<file path="config.mk">
export PLATFORM = sky130hd
export DESIGN_NAME = dmem_arbiter_flat
export DESIGN_NICKNAME = d
export VERILOG_FILES = /design/src/rtl/dmem_pkg.sv /design/src/rtl/dmem_arbiter_if.sv /design/src/rtl/dmem_rr_pick.sv /design/src/rtl/dmem_arbiter.sv /design/src/flat_wrapper.sv
export SDC_FILE = /design/constraint.sdc
export NUM_CORES = 1
export LEC_CHECK = 0
export CORE_ASPECT_RATIO = 1.2
export CORE_MARGIN = 2
export CORE_UTILIZATION = 60
export DETAILED_ROUTE_END_ITERATION = 8
export DONT_BUFFER_PORTS = 1
export PLACE_DENSITY_LB_ADDON = 0.2
export SETUP_SLACK_MARGIN = 0.05
export SLEW_MARGIN = 10
export SYNTH_ARGS = -nofsm -noshare
export SYNTH_HDL_FRONTEND = slang
export SYNTH_SLANG_ARGS = --single-unit
</file>
<file path="constraint.sdc">
create_clock -name clk -period 3.8 [get_ports clk]
set_input_delay 1.14 -clock clk [delete_from_list [all_inputs] [get_ports clk]]
set_output_delay 1.14 -clock clk [all_outputs]
set_load 0.005 [all_outputs]
</file>
<file path="src/rtl/dmem_pkg.sv">
// Shared sizing constants and FSM state type for the data-memory arbiter.
package dmem_pkg;

   localparam int DMEM_ADDR_W  = 6;
   localparam int DMEM_DATA_W  = 32;
   localparam int DMEM_NUM_REQ = 2;

   typedef enum logic [1:0] {
      IDLE,
      ISSUE,
      RESP
   } dmem_arb_state_t;

   // Width of a requester index; a single requester still needs one bit.
   function automatic int idx_width(input int n);
      return (n > 1) ? $clog2(n) : 1;
   endfunction

endpackage

</file>
<file path="src/rtl/dmem_arbiter_if.sv">
// Requester and memory-side signals of the data-memory arbiter.
// slave = arbiter view, master = requesters plus memory view.
interface dmem_arbiter_if
   import dmem_pkg::*;
#(
   parameter int NUM_REQ = DMEM_NUM_REQ,
   parameter int ADDR_W  = DMEM_ADDR_W,
   parameter int DATA_W  = DMEM_DATA_W
);
   logic [NUM_REQ-1:0]        req;
   logic [NUM_REQ-1:0]        we;
   logic [NUM_REQ*ADDR_W-1:0] addr;
   logic [NUM_REQ*DATA_W-1:0] wdata;
   logic [NUM_REQ-1:0]        gnt;
   logic [NUM_REQ-1:0]        rvalid;
   logic [DATA_W-1:0]         rdata;
   logic                      mem_read;
   logic                      mem_write;
   logic [ADDR_W-1:0]         mem_addr;
   logic [DATA_W-1:0]         mem_wdata;
   logic [DATA_W-1:0]         mem_rdata;

   modport slave (
      input  req, we, addr, wdata, mem_rdata,
      output gnt, rvalid, rdata, mem_read, mem_write, mem_addr, mem_wdata
   );

   modport master (
      output req, we, addr, wdata, mem_rdata,
      input  gnt, rvalid, rdata, mem_read, mem_write, mem_addr, mem_wdata
   );
endinterface

</file>
<file path="src/rtl/dmem_rr_pick.sv">
// Combinational winner selection: one-hot winner plus its index.
// DMEM_ARB_RR_EN selects round-robin after ptr; otherwise lowest index wins.
module dmem_rr_pick
   import dmem_pkg::*;
#(
   parameter  int NUM_REQ = DMEM_NUM_REQ,
   localparam int IDX_W   = idx_width(NUM_REQ)
) (
   input  logic [NUM_REQ-1:0] req,
`ifdef DMEM_ARB_RR_EN
   input  logic [IDX_W-1:0]   ptr,
`endif
   output logic [NUM_REQ-1:0] win_oh,
   output logic [IDX_W-1:0]   win_idx,
   output logic               any
);
   logic found;

   always_comb begin
      win_oh  = '0;
      win_idx = '0;
      found   = 1'b0;
`ifdef DMEM_ARB_RR_EN
      // Requesters above the last winner rank first; the wrap-around pass below covers the rest.
      for (int i = 0; i < NUM_REQ; i++) begin
         if (!found && req[i] && (i > int'(ptr))) begin
            win_oh[i] = 1'b1;
            win_idx   = IDX_W'(i);
            found     = 1'b1;
         end
      end
`endif
      for (int i = 0; i < NUM_REQ; i++) begin
         if (!found && req[i]) begin
            win_oh[i] = 1'b1;
            win_idx   = IDX_W'(i);
            found     = 1'b1;
         end
      end
   end

   assign any = |req;

endmodule

</file>
<file path="src/rtl/dmem_arbiter.sv">
// Data-memory arbiter: latches one winning command, drives the memory for one
// ISSUE cycle, then returns load data in RESP. Define DMEM_ARB_RR_EN for round-robin.
module dmem_arbiter
   import dmem_pkg::*;
#(
   parameter int NUM_REQ = DMEM_NUM_REQ,
   parameter int ADDR_W  = DMEM_ADDR_W,
   parameter int DATA_W  = DMEM_DATA_W
) (
   input logic           clk,
   input logic           rst_n,
   dmem_arbiter_if.slave bus
);
   localparam int IDX_W = idx_width(NUM_REQ);

   dmem_arb_state_t    state_q, state_d;
   logic               we_q;
   logic [ADDR_W-1:0]  addr_q;
   logic [DATA_W-1:0]  wdata_q;
   logic [DATA_W-1:0]  rdata_q;
   logic [IDX_W-1:0]   win_q;

   logic [NUM_REQ-1:0] pick_oh;
   logic [IDX_W-1:0]   pick_idx;
   logic               pick_any;
   logic               grant;
   logic               sel_we;
   logic [ADDR_W-1:0]  sel_addr;
   logic [DATA_W-1:0]  sel_wdata;

`ifdef DMEM_ARB_RR_EN
   logic [IDX_W-1:0]   ptr_q;
`endif

   dmem_rr_pick #(.NUM_REQ(NUM_REQ)) u_pick (
      .req     (bus.req),
`ifdef DMEM_ARB_RR_EN
      .ptr     (ptr_q),
`endif
      .win_oh  (pick_oh),
      .win_idx (pick_idx),
      .any     (pick_any)
   );

   // ISSUE is the only cycle the memory is busy, so arbitration runs in IDLE and RESP.
   assign grant = pick_any && (state_q != ISSUE);

   always_comb begin
      // NOTE: every always_comb output gets a default first so no path can infer a latch.
      sel_we    = 1'b0;
      sel_addr  = '0;
      sel_wdata = '0;
      for (int i = 0; i < NUM_REQ; i++) begin
         if (pick_oh[i]) begin
            sel_we    = bus.we[i];
            sel_addr  = bus.addr[i*ADDR_W +: ADDR_W];
            sel_wdata = bus.wdata[i*DATA_W +: DATA_W];
         end
      end
   end

   always_comb begin
      state_d       = state_q;
      bus.gnt       = '0;
      bus.rvalid    = '0;
      bus.mem_read  = 1'b0;
      bus.mem_write = 1'b0;
      case (state_q)
         IDLE:  if (grant) state_d = ISSUE;
         ISSUE: begin
            state_d        = RESP;
            bus.gnt[win_q] = 1'b1;
            bus.mem_read   = !we_q;
            bus.mem_write  = we_q;
         end
         RESP: begin
            state_d = grant ? ISSUE : IDLE;
            if (!we_q) bus.rvalid[win_q] = 1'b1;
         end
         default: state_d = IDLE;
      endcase
   end

   assign bus.mem_addr  = addr_q;
   assign bus.mem_wdata = wdata_q;
   assign bus.rdata     = rdata_q;

   // NOTE: sequential state uses non-blocking assignments so every flop samples pre-edge values.
   always_ff @(posedge clk or negedge rst_n) begin
      if (!rst_n) begin
         state_q <= IDLE;
         we_q    <= 1'b0;
         addr_q  <= '0;
         wdata_q <= '0;
         win_q   <= '0;
         rdata_q <= '0;
      end else begin
         state_q <= state_d;
         if (grant) begin
            we_q    <= sel_we;
            addr_q  <= sel_addr;
            wdata_q <= sel_wdata;
            win_q   <= pick_idx;
         end
         if (state_q == ISSUE && !we_q) rdata_q <= bus.mem_rdata;
      end
   end

`ifdef DMEM_ARB_RR_EN
   // Reset to the last index so requester 0 ranks first after reset.
   always_ff @(posedge clk or negedge rst_n) begin
      if (!rst_n)     ptr_q <= IDX_W'(NUM_REQ - 1);
      else if (grant) ptr_q <= pick_idx;
   end
`endif

endmodule

</file>
<file path="src/flat_wrapper.sv">
// flat-port wrapper written by rule: the top's interface ports become plain ports
module dmem_arbiter_flat import dmem_pkg::*;
#(
   parameter int NUM_REQ = DMEM_NUM_REQ,
   parameter int ADDR_W  = DMEM_ADDR_W,
   parameter int DATA_W  = DMEM_DATA_W
)
  (clk, rst_n, bus_req, bus_we, bus_addr, bus_wdata, bus_mem_rdata, bus_gnt, bus_rvalid, bus_rdata, bus_mem_read, bus_mem_write, bus_mem_addr, bus_mem_wdata);
  dmem_arbiter_if #(.NUM_REQ(NUM_REQ), .ADDR_W(ADDR_W), .DATA_W(DATA_W)) bus_i ();
  input logic clk;
  input logic rst_n;
  input wire logic [$bits(bus_i.req)-1:0] bus_req;
  input wire logic [$bits(bus_i.we)-1:0] bus_we;
  input wire logic [$bits(bus_i.addr)-1:0] bus_addr;
  input wire logic [$bits(bus_i.wdata)-1:0] bus_wdata;
  input wire logic [$bits(bus_i.mem_rdata)-1:0] bus_mem_rdata;
  output wire logic [$bits(bus_i.gnt)-1:0] bus_gnt;
  output wire logic [$bits(bus_i.rvalid)-1:0] bus_rvalid;
  output wire logic [$bits(bus_i.rdata)-1:0] bus_rdata;
  output wire logic [$bits(bus_i.mem_read)-1:0] bus_mem_read;
  output wire logic [$bits(bus_i.mem_write)-1:0] bus_mem_write;
  output wire logic [$bits(bus_i.mem_addr)-1:0] bus_mem_addr;
  output wire logic [$bits(bus_i.mem_wdata)-1:0] bus_mem_wdata;
  assign bus_i.req = bus_req;
  assign bus_i.we = bus_we;
  assign bus_i.addr = bus_addr;
  assign bus_i.wdata = bus_wdata;
  assign bus_i.mem_rdata = bus_mem_rdata;
  assign bus_gnt = bus_i.gnt;
  assign bus_rvalid = bus_i.rvalid;
  assign bus_rdata = bus_i.rdata;
  assign bus_mem_read = bus_i.mem_read;
  assign bus_mem_write = bus_i.mem_write;
  assign bus_mem_addr = bus_i.mem_addr;
  assign bus_mem_wdata = bus_i.mem_wdata;
  dmem_arbiter #(.NUM_REQ(NUM_REQ), .ADDR_W(ADDR_W), .DATA_W(DATA_W)) u_core (.clk(clk), .rst_n(rst_n), .bus(bus_i));
endmodule
</file>
After elaboration in Yosys (flattened, before gate mapping) --
Cells that the tools add are included.
Operators by class: bitwise logic cells 0, eq/ne operators 4, divide/modulo/power cells 0, reduce and logical (&&, ||, !) cells 8, multiplexer cells 18, $lt $le $gt $ge 2, shift operators 0, $add $sub $neg 0, $mul 0
Operator list (number):
- $mux 32 | 2
- $mux 6 | 2
- $mux 1 | 8
- $mux 2 | 4
- $pmux 2 s3 | 1
- $logic_and 1x1->1 | 4
- $ne 2x1->1 const B | 2
- $eq 2x1->1 const B | 1
- $eq 2x2->1 const B | 1
- $logic_not 1->1 | 2
- $logic_not 2->1 | 1
- $lt 1x2->1 const B | 1
- $reduce_or 2->1 | 1
- $demux 1 s1 | 1
- $ge 1x1->1 const B | 1
Word-level totals: input port bits 114, word-level logic and storage cells 38, output and inout bits 76, memory bits (read-only) 0, bits in writable memories 0, memories 0, bits in latches 0, bits in registers 74

Longest topological paths before layout --
Gate-level depths: netlist of run 1.
depth after elaboration 6, depth in mapped cells 6, mapped depth without buffers 4

Cells and area by module --
Synthesis of run 1 repeated with hierarchy kept, for this count alone.
Unflattened totals: cell total of the unflattened synthesis 268, area, all modules 3244.4 um2
Modules (own cells, without submodules):
- dmem_arbiter | times used 1, area an instance 3216.8 um2, seq. area each 1851.8 um2, cells an instance 264
- dmem_rr_pick | times used 1, area an instance 27.5 um2, seq. area each 0.0 um2, cells an instance 4

Least setup slack after synthesis of run 1 --
Ideal clock, no wire load.
path kind register to output, from reg u_core.state_q[1], to out bus_mem_read, slack 1.686 ns, buffers on the path 2, data required time 2.660 ns, stages on the path, launching flop included 5, arrival time 0.974 ns, cells stage by stage dfrtp_1 > nand2b_1 > buf_6 > nor2_8 > buf_6
Between the ends: word-level cells in the longest chain between the ends 2
Ends and longest elaborated chain:
- start, declared | RTL line dmem_arbiter.sv:16 | dmem_arb_state_t state_q, state_d;
- start signal, assigned | RTL line dmem_arbiter.sv:98 | state_q <= state_d;
- $eq 2x1->1 | RTL line dmem_arbiter.sv:68 | case (state_q)
- $mux 1 | RTL line dmem_arbiter.sv:68
- end, declared | RTL line flat_wrapper.sv:20 | output wire logic [$bits(bus_i.mem_read)-1:0] bus_mem_read;
No other way between the ends.

Worst setup path in the final report of run 1 --
from reg u_core.state_q[0], to out bus_rvalid[1]
Between the ends: word-level cells in the longest chain between the ends 2
Ends and longest elaborated chain:
- $eq 2x2->1 | RTL line dmem_arbiter.sv:68
- $mux 2 | RTL line dmem_arbiter.sv:68
- end, declared | RTL line flat_wrapper.sv:18 | output wire logic [$bits(bus_i.rvalid)-1:0] bus_rvalid;
No other way between the ends.

==> run summary, run 1 <==
Status = completed
Resized Gates After CTS = 0
Tcrit/Tclk final = 73.36%
Yosys warnings = 0
GRT Resource Usage Total = 24.51%
Worst-Skew Late Latency = 340 ps
Port Buffer Count = 0
CTS tree = yes
Max VDD drop = 374.8 uV
Io pins = 190
Die width = 77.24 microns
CTS Hold Bufs = 0
Number of synthesized flops with an enable pin = 0
Final HPWL DP = 5713 microns
Final hold vios = 0
Total grt overflow = 0
Critical Path RT = 2660 ps
Switching Share = 30.76%
Layout cells sized above 1 = 16.22%
WS Path Type = flip-flop to primary output
Pwr dens = 603.8 nW/um^2
Netlist cell types = 21
Least-Margin Pin Slew = 763.4 ps
Filler cells = 523
Async SR Flop Fraction = 100.0%
Combinational Power Share = 23.4%
Setup TNS = 0 ps
Synth Register Bits = 74
DRC = 0
Static leakage = 1.744 nW
CTS root buffer = clkbuf_8
Clock group share of total power = 23.0%
Starting density of the core = 61.06%
Critical path capture point type = primary output
CTS clk-pin slew, worst paths = 80 ps
Max Clock Skew = 9.515 ps
Antenna violations before repair = 0
Synth Net Count = 464
Largest net degree at the start of global routing = 81
Arrival time at the worst endpoint = 1650 ps
CP Max Fanout = 27
Pint = 1.664 mW
Net switching power = 739.5 uW
Clk sinks = 74
Num CTS Buffers = 9
Pre-antenna DRT Iters = 4
Crit path time final = 2788 ps
First-pass GRT wire length = 13750 microns
Via-to-Cell Ratio = 6.519
Final Slew Violations = 0
CTS H-tree depth = 3
Dominant synthesized flop cell = dfrtp_1
Final WL = 8756 microns
Post-Syn Area = 3862 sq um
Design Area, Final = 3981 sq um
Worst hold path type = primary input to asynchronous set/reset pin
Cells after Synth = 350
Die Ht = 91.89 microns
Reg2Reg Depth = 4
Crit path launch type = flip-flop
Sequential-to-total area share from yosys stat = 47.94%
Nets = 442
Final antenna-violating net count = 0
Initial drt markers = 187
Die footprint = 7098 sq um
Cell Area, Placed = 3804 sq um
Post-CTS Setup Inserts = 0
Area grow syn2layout = 3.077%
Vias in the first global route = 2788
Relative slew slack = 49.11%
Area of the core = 6326 sq um
Reg power frac = 53.6%
Final setup viols = 0
Ant diodes = 0
Syn avg cell area = 11.04 sq um
Clk buf depth = 2
Max_cap viols = 0
Row count = 32
RSZ-0062 raised after global routing = false
F_max = 358.7 MHz
WL/cell = 20.95 microns
DR vias = 2725
Gpl congestion = 0.7650
## final cells by class
cell class	count	area [sq um]	share of cell area [%]
Clock buffer	10	137.6	3.457
Clock inverter	6	40.04	1.006
Inverter	2	7.507	0.1886
Multi-Input combinational cell	237	1808	45.41
Sequential cell	74	1852	46.51
Tap cell	85	106.4	2.671
Timing Repair Buffer	4	30.03	0.7542
## layer usage
layer  vias to the layer above  share of wire [%]  GRT usage [%]
li1                       1259                  -              -
met1                      1309                 39          29.70
met2                       138                 48          39.20
met3                        19                9.6          8.661
met4                         0                2.6          11.31
met5                         -                  0              0
## registers in the layout, indices dropped and copies added (netlist names)
signal,count
u_core.we_q,1
u_core.state_q,2
u_core.bus.rdata,32
u_core.win_q,1
u_core.bus.mem_addr,6
u_core.bus.mem_wdata,32
## logic make-up (layout without fill, tap and decap cells)
logic type,Yosys count,after routing,synth area share (%)
AND/OR/NAND/NOR,87,87,16.84
multiplexers,32,32,12.05
AO/OA/AOI/OAI,118,118,17.85
flip-flops,74,74,47.94
buffers and inverters,39,22,5.312
## synth_stat cells (all sizes together), types with 2 or more instances
cell / n / area [sq um]
dfrtp: 74 / 1852
mux2: 32 / 465.4
clkbuf: 20 / 75.07
a31oi: 76 / 475.5
o21ai: 38 / 190.2
nor2: 4 / 31.28
inv: 2 / 7.510
nor2b: 38 / 237.7
nand2b: 2 / 12.51
and2: 2 / 12.51
and3b: 38 / 332.8
a21oi: 2 / 10.01
buf: 17 / 122.6
## cells in the final DEF, fill, tap and decap left out
cell	Yosys	final
o21ai_0	38	38
a31oi_1	76	76
buf_4	0	4
nor2_8	1	1
inv_6	0	2
and3b_1	38	38
o22ai_1	1	1
nand2b_1	2	1
inv_1	2	2
clkinvlp_4	0	1
clkinv_2	0	3
dfrtp_1	74	74
nor2_1	3	3
nor4bb_1	1	1
mux2_2	4	4
and2_1	2	2
nor2b_1	38	38
nor4b_1	1	1
mux2_4	28	28
a21oi_1	2	2
a211oi_1	1	1
nor3_1	1	1
nand2b_2	0	1
clkbuf_8	0	10
## power groups by stage
stage	combinational [mW]	sequential, mW	clock, mW
global route	0.619	1.32	0.600
global placement	0.539	1.30	0
CTS	0.567	1.29	0.566
finish	0.563	1.29	0.552
floorplan	0.538	1.22	0
detailed placement	0.569	1.30	0
## stage by stage
step / std cells / hold WS, ps / util [%] / setup slack [ps] / power [mW]
floorplan: 350 / 505.4 / - / 1686 / 1.763
global placement: 402 / 526.3 / 60.13 / 1355 / 1.834
detailed placement: 402 / 520.2 / 60.13 / 1347 / 1.865
CTS: 418 / 460.8 / 62.94 / 970.6 / 2.424
global route: 418 / 454.9 / 62.94 / 872.8 / 2.541
finish: 418 / 479.6 / 62.94 / 1012 / 2.404
## worst paths after layout
check,start,end,slack (ps)
setup / recovery,u_core.state_q[0],bus_rvalid[1],1010
hold / removal,rst_n,u_core.bus.mem_wdata[0],480
setup reg to reg,u_core.state_q[0],u_core.bus.rdata[3],1910
hold reg to reg,u_core.bus.rdata[2],u_core.bus.rdata[2],550
max in group asynchronous,rst_n,u_core.bus.mem_addr[4],3150
min in group clk,u_core.bus.rdata[2],u_core.bus.rdata[2],550
## critical path, cell delays in order (launching register included)
cell and delay (ps):
dfrtp_1 530, buf_4 300, nor4bb_1 480
Note: power is estimated with default switching activity, not from simulation.
==> inputs of run 2 (changes only) <==
- clock period: 3.8 -> 2.6 ns (I/O delays scaled with it)
==> run 2 against run 1 <==
- routed wire length is 1.5% higher
- hold slack worse by 380 ps
- utilization is 1.7 points higher
- global-route usage is 0.61 points higher
- register-to-register slack worse by 1100 ps
- sequential share of layout area is 1.3 points lower
- critical path type unchanged
==> run summary, run 2 (synthesis results as in run 1) <==
Status = completed (unchanged)
Tcrit/Tclk final = 83.42%
Post-CTS Setup Inserts = 0 (unchanged)
Critical path capture point type = primary output (unchanged)
Area grow syn2layout = 5.928% (was 3.077%)
Final HPWL DP = 5891 microns (was 5713 microns)
Clk sinks = 74 (unchanged)
Post-route core utilization = 64.68% (was 62.94%)
Reg2reg setup slack = 790 ps (was 1910 ps)
Clk buf depth = 2 (unchanged)
Final setup viols = 0 (unchanged)
Crit path launch type = flip-flop (unchanged)
Layout cells sized above 1 = 16.67% (was 16.22%)
WS Path Type = flip-flop to primary output (unchanged)
F_max = 461.1 MHz
Total grt overflow = 0 (unchanged)
Port Buffer Count = 0 (unchanged)
Relative slew slack = 63.65% (was 49.11%)
Worst-Skew Late Latency = 360 ps (was 340 ps)
CTS H-tree depth = 3 (unchanged)
Final cell count without fillers = 421 (was 418)
Final Slew Violations = 0 (unchanged)
Die footprint = 7098 sq um (unchanged)
CTS clk-pin slew, worst paths = 90 ps (was 80 ps)
WL/cell = 21.10 microns (was 20.95 microns)
Antenna violations before repair = 0 (unchanged)
Pwr dens = 950.9 nW/um^2 (was 603.8 nW/um^2)
Gpl congestion = 0.7691 (was 0.7650)
Io pins = 190 (unchanged)
Worst hold path type = primary input to asynchronous set/reset pin (unchanged)
Final hold vios = 0 (unchanged)
Vias in the first global route = 2765 (was 2788)
CTS tree = yes (unchanged)
Num CTS Buffers = 9 (unchanged)
Row count = 32 (unchanged)
Max VDD drop = 705.2 uV (was 374.8 uV)
DRC = 0 (unchanged)
Most frequent cells in the layout = a31oi_1 (76), dfrtp_1 (74), nor2b_1 (38), and3b_1 (38), o21ai_0 (38) (unchanged)
Reg2Reg Depth = 4 (unchanged)
CP Max Fanout = 5 (was 27)
Ant diodes = 0 (unchanged)
Starting density of the core = 61.06% (unchanged)
Max Clock Skew = 11.79 ps (was 9.515 ps)
Via-to-Cell Ratio = 6.594 (was 6.519)
Final antenna-violating net count = 0 (unchanged)
Least-Margin Pin Slew = 545.3 ps (was 763.4 ps)
GRT Resource Usage Total = 25.12% (was 24.51%)
Area of the core = 6326 sq um (unchanged)
Filler cells = 516 (was 523)
Nets = 445 (was 442)
Critical Path RT = 1820 ps (was 2660 ps)
Die Ht = 91.89 microns (unchanged)
Largest net degree at the start of global routing = 81 (unchanged)
Most common cell after layout, fill and taps aside = a31oi_1 (unchanged)
Final hold slack = 103.9 ps (was 479.6 ps)
Pre-antenna DRT Iters = 6 (was 4)
Initial drt markers = 197 (was 187)
DR vias = 2776 (was 2725)
Static leakage = 1.797 nW (was 1.744 nW)
CTS Hold Bufs = 0 (unchanged)
Max_cap viols = 0 (unchanged)
Crit path time final = 2169 ps
Worst r2r src = u_core.state_q[1] (was u_core.state_q[0])
Resized Gates After CTS = 0 (unchanged)
R2r endpoint = u_core.bus.rdata[0] (was u_core.bus.rdata[3])
Setup TNS = 0 ps (unchanged)
First-pass GRT wire length = 13980 microns (was 13750 microns)
RSZ-0062 raised after global routing = false (unchanged)
Placed cell count = 405 (was 402)
Final WL = 8884 microns (was 8756 microns)
Die width = 77.24 microns (unchanged)
Arrival time at the worst endpoint = 1390 ps (was 1650 ps)
CTS root buffer = clkbuf_8 (unchanged)
Pwr Total = 3.891 mW (was 2.404 mW)
[run 2: power by group]
part,total [mW],internal (mW),switching [mW]
sequential,1.88,1.53,0.343
clock,1.18,0.740,0.445
combinational,0.831,0.535,0.296
[run 2: layout make-up]
type                    count  area, sq um  area share, %
well taps                  85        106.4          2.599
inverters                   2        7.507         0.1835
multi-input cells         237         1808          44.19
clock buffers              10        127.6          3.119
repair buffers              7        52.55          1.284
clock inverters             6        137.6          3.364
flip-flops and latches     74         1852          45.26
[run 2: worst max path at each step]
stage                            from                   to  slack, ps  cells after the start
floorplan           u_core.state_q[1]         bus_mem_read        850                      4
global placement          u_core.we_q        bus_rvalid[1]        840                      1
detailed placement  u_core.state_q[1]  u_core.bus.rdata[0]        800                      4
CTS                 u_core.state_q[1]           bus_gnt[1]        410                      3
global route        u_core.state_q[1]           bus_gnt[1]        340                      3
finish              u_core.state_q[1]        bus_mem_write        430                      3
[run 2: through the flow]
step	instance area (sq um)	worst slack, ps
3_5_place_dp	3826	804.8
5_1_grt	4091	338.8
3_3_place_gp	3826	842.2
6_report	4091	431.0
2_1_floorplan	3862	846.2
4_1_cts	4091	414.6
[run 2: layer usage]
layer | track usage [%] | wire length, microns | up-vias
li1 | - | - | 1259
met1 | 30.89 | 3411 | 1327
met2 | 37.83 | 4253 | 166
met3 | 11.61 | 949 | 24
met4 | 11.31 | 269 | 0
met5 | 0 | 0 | -
[run 2: worst max-delay path, stage by stage (launching register included)]
cell	delay (ps)
dfrtp_1	420
nand2b_2	270
inv_1	160
and2_1	190
